[src/rtl/loader_pkg.sv]
// Shared types and helpers for the operand loader.
package loader_pkg;

  typedef enum logic [1:0] {
    LDR_IDLE    = 2'd0,
    LDR_COLLECT = 2'd1,
    LDR_DONE    = 2'd2
  } loader_state_t;

  function automatic int idx_width(input int n);
    return (n > 1) ? $clog2(n) : 1;
  endfunction

endpackage

[src/rtl/operand_loader_press_sync.sv]
// Synchronises the load button and operand switches, and flags each falling
// edge of the synced button as a single-cycle press.
module press_sync #(
  parameter int WIDTH       = 4,
  parameter int SYNC_STAGES = 2
) (
  input  logic             clk_i,
  input  logic             rst_i,
  input  logic             load_i,
  input  logic [WIDTH-1:0] input_i,
  output logic             load_sync_o,
  output logic [WIDTH-1:0] data_sync_o,
  output logic             press_o
);

  logic [SYNC_STAGES-1:0]            load_q;
  logic [SYNC_STAGES-1:0][WIDTH-1:0] data_q;
  logic                              load_prev_q;

  // Load chain resets to "released" so reset alone never looks like a press.
  always_ff @(posedge clk_i or negedge rst_i) begin
    if (!rst_i) begin
      load_q      <= '1;
      data_q      <= '0;
      load_prev_q <= 1'b1;
    end else begin
      load_q      <= {load_q[SYNC_STAGES-2:0], load_i};
      data_q      <= {data_q[SYNC_STAGES-2:0], input_i};
      load_prev_q <= load_q[SYNC_STAGES-1];
    end
  end

  assign load_sync_o = load_q[SYNC_STAGES-1];
  assign data_sync_o = data_q[SYNC_STAGES-1];
  assign press_o     = load_prev_q & ~load_q[SYNC_STAGES-1];

endmodule

[src/rtl/operand_loader.sv]
// Collects N_OPERANDS button-loaded words and hands them downstream with a
// valid/ready handshake.
//   state   | meaning
//   IDLE    | wait until the synced button has read released long enough
//   COLLECT | capture one operand per press, idx_o points at the next slot
//   DONE    | operand set valid, presses ignored until accepted
module operand_loader
  import loader_pkg::*;
#(
  parameter int WIDTH       = 4,
  parameter int N_OPERANDS  = 2,
  parameter int SYNC_STAGES = 2
) (
  input  logic                                  clk_i,
  input  logic                                  rst_i,
  input  logic                                  load_i,
  input  logic [WIDTH-1:0]                      input_i,
  input  logic                                  clear_i,
  input  logic                                  ready_i,
  output logic [N_OPERANDS*WIDTH-1:0]           operands_o,
  output logic                                  valid_o,
  output logic [idx_width(N_OPERANDS)-1:0]      idx_o,
  output logic [1:0]                            fsm_state_o
);

  localparam int IDX_W = idx_width(N_OPERANDS);
  localparam int CNT_W = $clog2(SYNC_STAGES + 1);
  localparam logic [IDX_W-1:0] LAST_IDX = IDX_W'(N_OPERANDS - 1);
  localparam logic [CNT_W-1:0] SETTLE   = CNT_W'(SYNC_STAGES);

  logic             load_sync;
  logic             press;
  logic [WIDTH-1:0] data_sync;

  loader_state_t                     state_q, state_d;
  logic [IDX_W-1:0]                  idx_q, idx_d;
  logic                              valid_q, valid_d;
  logic [CNT_W-1:0]                  settle_q, settle_d;
  logic                              cap_en;
  logic [N_OPERANDS-1:0][WIDTH-1:0]  ops_q;

  press_sync #(
    .WIDTH       (WIDTH),
    .SYNC_STAGES (SYNC_STAGES)
  ) u_press_sync (
    .clk_i       (clk_i),
    .rst_i       (rst_i),
    .load_i      (load_i),
    .input_i     (input_i),
    .load_sync_o (load_sync),
    .data_sync_o (data_sync),
    .press_o     (press)
  );

  always_ff @(posedge clk_i or negedge rst_i) begin
    if (!rst_i) begin
      state_q  <= LDR_IDLE;
      idx_q    <= '0;
      valid_q  <= 1'b0;
      settle_q <= SETTLE;
      ops_q    <= '0;
    end else begin
      state_q  <= state_d;
      idx_q    <= idx_d;
      valid_q  <= valid_d;
      settle_q <= settle_d;
      if (cap_en) ops_q[idx_q] <= data_sync;
    end
  end

  // Settle timer spans the sync chain so a button held through reset is
  // seen low before IDLE can ever leave.
  always_comb begin
    state_d  = state_q;
    idx_d    = idx_q;
    valid_d  = valid_q;
    settle_d = settle_q;
    cap_en   = 1'b0;
    case (state_q)
      LDR_IDLE: begin
        valid_d = 1'b0;
        idx_d   = '0;
        if (!load_sync)          settle_d = SETTLE;
        else if (settle_q != '0) settle_d = settle_q - CNT_W'(1);
        else if (!clear_i)       state_d  = LDR_COLLECT;
      end
      LDR_COLLECT: begin
        if (clear_i) begin
          valid_d = 1'b0;
          idx_d   = '0;
        end else if (press) begin
          cap_en = 1'b1;
          if (idx_q == LAST_IDX) begin
            idx_d   = '0;
            valid_d = 1'b1;
            state_d = LDR_DONE;
          end else begin
            idx_d = idx_q + IDX_W'(1);
          end
        end
      end
      LDR_DONE: begin
        if (clear_i || (valid_q && ready_i)) begin
          valid_d = 1'b0;
          idx_d   = '0;
          state_d = LDR_COLLECT;
        end
      end
      default: begin
        state_d  = LDR_IDLE;
        valid_d  = 1'b0;
        idx_d    = '0;
        settle_d = SETTLE;
      end
    endcase
  end

  assign operands_o  = ops_q;
  assign valid_o     = valid_q;
  assign idx_o       = idx_q;
  assign fsm_state_o = state_q;

endmodule
[config.mk]
export PLATFORM = sky130hd
export DESIGN_NAME = operand_loader
export DESIGN_NICKNAME = d
export VERILOG_FILES = /design/src/rtl/loader_pkg.sv /design/src/rtl/operand_loader_press_sync.sv /design/src/rtl/operand_loader.sv
export SDC_FILE = /design/constraint.sdc
export NUM_CORES = 1
export LEC_CHECK = 0
export BUFFER_PORTS_ARGS = -buffer_cell sky130_fd_sc_hd__buf_2
export CORE_MARGIN = 1.5
export CORE_UTILIZATION = 51
export DETAILED_ROUTE_END_ITERATION = 6
export PLACE_DENSITY_LB_ADDON = 0.08
export SETUP_SLACK_MARGIN = 0.3
export SLEW_MARGIN = 30
export SYNTH_ARGS = -nofsm -noshare
export SYNTH_HDL_FRONTEND = slang
export SYNTH_SLANG_ARGS = --single-unit
[constraint.sdc]
create_clock -name clk_i -period 2.04 [get_ports clk_i]
set_clock_uncertainty 0.05 [all_clocks]
set_input_delay 0.102 -clock clk_i [delete_from_list [all_inputs] [get_ports clk_i]]
set_output_delay 0.102 -clock clk_i [all_outputs]
set_load 0.1 [all_outputs]
==> results.ini <==
[final_layout]
area_delta_synth_final_pct = 35.0
final_area_um2 = 1350
n_antenna_cell = 0
fin_nets = 124
drive_gt1_share_pct = 50.0

[setup_path]
cp-start-kind = flop
timing.setup.critical_path_class = reg -> reg
cp.arrival_ns = 1.91
crit_required_ns = 2.18
critical_path.max_fanout = 3
end_kind = flop

[clocking]
cts_buffers = 3
clk_transition_reported_paths_ns = 0.13
cts_tree = done
cts.path.max_buffers = 2
h-tree-depth = 1
clk_latency_ns = 0.31
clock-root-buffer = clkbuf_4
clkSinkCount = 25

[synth]
synth_mux_area_share_pct = 13.1
synth-compound-area-share_pct = 6.99
synth_top_family_by_area = multiplexers
syn_nets = 87
synth_fa_ha_area_share_pct = 7.49
synth_area_um2 = 1000
synth_seq_area_share_pct = 62.9
synth_xor_area_share_pct = 0
synthCells = 72
avgSynthCellArea_um2 = 13.9
synth_cell_types = 23
yosys.area_share.simple_pct = 7.62
yosys_warnings = 0
synth-seq-cells = 25

[floorplan]
die_x_um = 47.3
core_um2 = 1780
die-area_um2 = 2240
dieHeight_um = 47.3
start_util_pct = 56.2
row_count = 15
io_pins = 21

[drt]
wl_per_cell_um = 14.5
detail_route.vias_per_cell = 5.06
dr.pass1.iters = 4
drtIter0Drc = 13
via_count = 673
antenna_left = 0
drc = 0
routed_wl_um = 1930

[place]
place_area_um2 = 1150
dp.final_hpwl_um = 1130
gp_congestion = 0.769
io_buffers = 20

[global_route]
grt_pass1_wl_um = 2720
antenna_found_initial = 0
grt_max_degree = 26
gr-total-overflow = 0
grt_use_total_pct = 18.5
grt_pass1_vias = 634

[sta]
finalSetupViolCount = 0
finalCritPeriodShare_pct = 86.9
hold_viol_final = 0
max_slew_margin_pct = 64.0
rsz0062_at_grt = yes
slew_violations = 0
worst_pin_slew_ns = 0.539
fin_setup_tns_ns = 0
fin_crit_ns = 1.77
fmax_ghz = 0.564

[flow_run]
maxCapViolCount = 0

[status]
outcome = completed

[min_path]
hold_path_class = in -> async

flip-flops by register name, summed over array words and instances (netlist names):
register and count:
u_press_sync.load_prev_q 1, idx_o 1, u_press_sync.load_q 2, u_press_sync.data_q 4, operands_o 8, settle_q 2, u_press_sync.data_sync_o 4, valid_o 1
fsm_state_o 2
placed cells by master (no fill, tap or decap), types with 3 or more instances in the layout:
cell type | synthesis | layout
clkbuf_4 | 0 | 3
ha_1 | 6 | 3
inv_1 | 5 | 3
dfstp_2 | 4 | 4
buf_4 | 0 | 4
nand2_1 | 5 | 5
mux2_2 | 8 | 8
dlygate4sd3_1 | 0 | 7
nor2_1 | 3 | 3
buf_2 | 0 | 20
dfrtp_1 | 21 | 18
path summary, 6_finish.rpt:
kind,endpoint,cells past startpoint,slack [ns],start
max in group asynchronous,fsm_state_o[0],2,1.29,rst_i
setup reg to reg,fsm_state_o[0],6,0.27,fsm_state_o[1]
hold / removal,operands_o[4],2,0.24,rst_i
hold reg to reg,u_press_sync.data_sync_o[3],0,0.31,u_press_sync.data_q[3]
min in group clk_i,idx_o,5,0.25,ready_i
setup / recovery,fsm_state_o[0],6,0.27,fsm_state_o[1]
kinds of logic after synthesis:
group / count (synthesis)
compound gates: 10
buf+inv: 5
flops: 25
simple gates: 14
mux: 12
fa+ha+maj: 6
routing by layer:
metal  wire [um]  up-vias  track usage, %  part of all wire, %
li1            -      322               -                    -
met1         821      327            22.3                   42
met2         996       18            31.1                   52
met3          44        6            3.46                  2.3
met4          70        0            10.0                  3.6
met5           0        -               0                    0
through the flow:
stage | hold WS (ns) | instances | setup WS, ns | utilization [%]
after global placement | 0.0638 | 117 | 0.272 | 64.3
after detailed placement | 0.0609 | 117 | 0.237 | 64.3
final | 0.242 | 133 | 0.268 | 75.9
after CTS | 0.250 | 131 | 0.308 | 71.4
after floorplan | -0.244 | 72 | 0.103 | -
after global routing | 0.298 | 133 | 0.203 | 75.9
what timing repair did:
action / 4_1_cts / 5_1_grt
pin swaps: 2 / 3
gates resized for setup: 2 / 13
endpoints found under the hold margin: 28 / 0
gates cloned: 0 / 0
setup endpoints to repair: 9 / 9
setup buffers: 3 / 2
hold buffers: 7 / 0
synth_stat cells:
| cell | number | share of area, % |
|---|---|---|
| nand2_1 | 5 | 1.9 |
| a21oi_1 | 2 | 1.0 |
| dfstp_2 | 4 | 10 |
| ha_1 | 6 | 7.5 |
| and2b_1 | 1 | 0.75 |
| o21bai_1 | 1 | 0.75 |
| dfrtp_1 | 21 | 52 |
| mux2_2 | 8 | 9.0 |
| nor3b_1 | 1 | 0.75 |
| mux2i_1 | 3 | 3.0 |
| a222oi_1 | 1 | 1.0 |
| inv_1 | 5 | 1.9 |
| nor2b_1 | 1 | 0.62 |
| nor3_1 | 1 | 0.50 |
| a32oi_1 | 1 | 0.87 |
| nor2_1 | 3 | 1.1 |
| nand2b_4 | 1 | 1.4 |
| a21boi_0 | 1 | 0.75 |
| mux2_1 | 1 | 1.1 |
| o21ai_0 | 2 | 1.0 |
| a211oi_1 | 1 | 0.75 |
| nand2b_1 | 1 | 0.62 |
| a22o_1 | 1 | 0.87 |
worst max-delay path, stage by stage, from the launching register on:
cell and delay, ns:
dfrtp_4 0.53, ha_4 0.17, a21boi_4 0.14, a222oi_1 0.29, nand2_1 0.15, buf_6 0.15
mux2i_4 0.18
layout make-up:
type                            count  area, um^2
Inverter                            5        23.8
Fill cell                         125         430
Timing Repair Buffer               32         211
Tap cell                           25        31.3
Sequential cell                    25         639
Multi-Input combinational cell     42         420
Clock buffer                        4        26.3
Power is left out: the tool's default activity adds up to more than one toggle a clock period on the data nets, which glitch-free logic cannot reach.
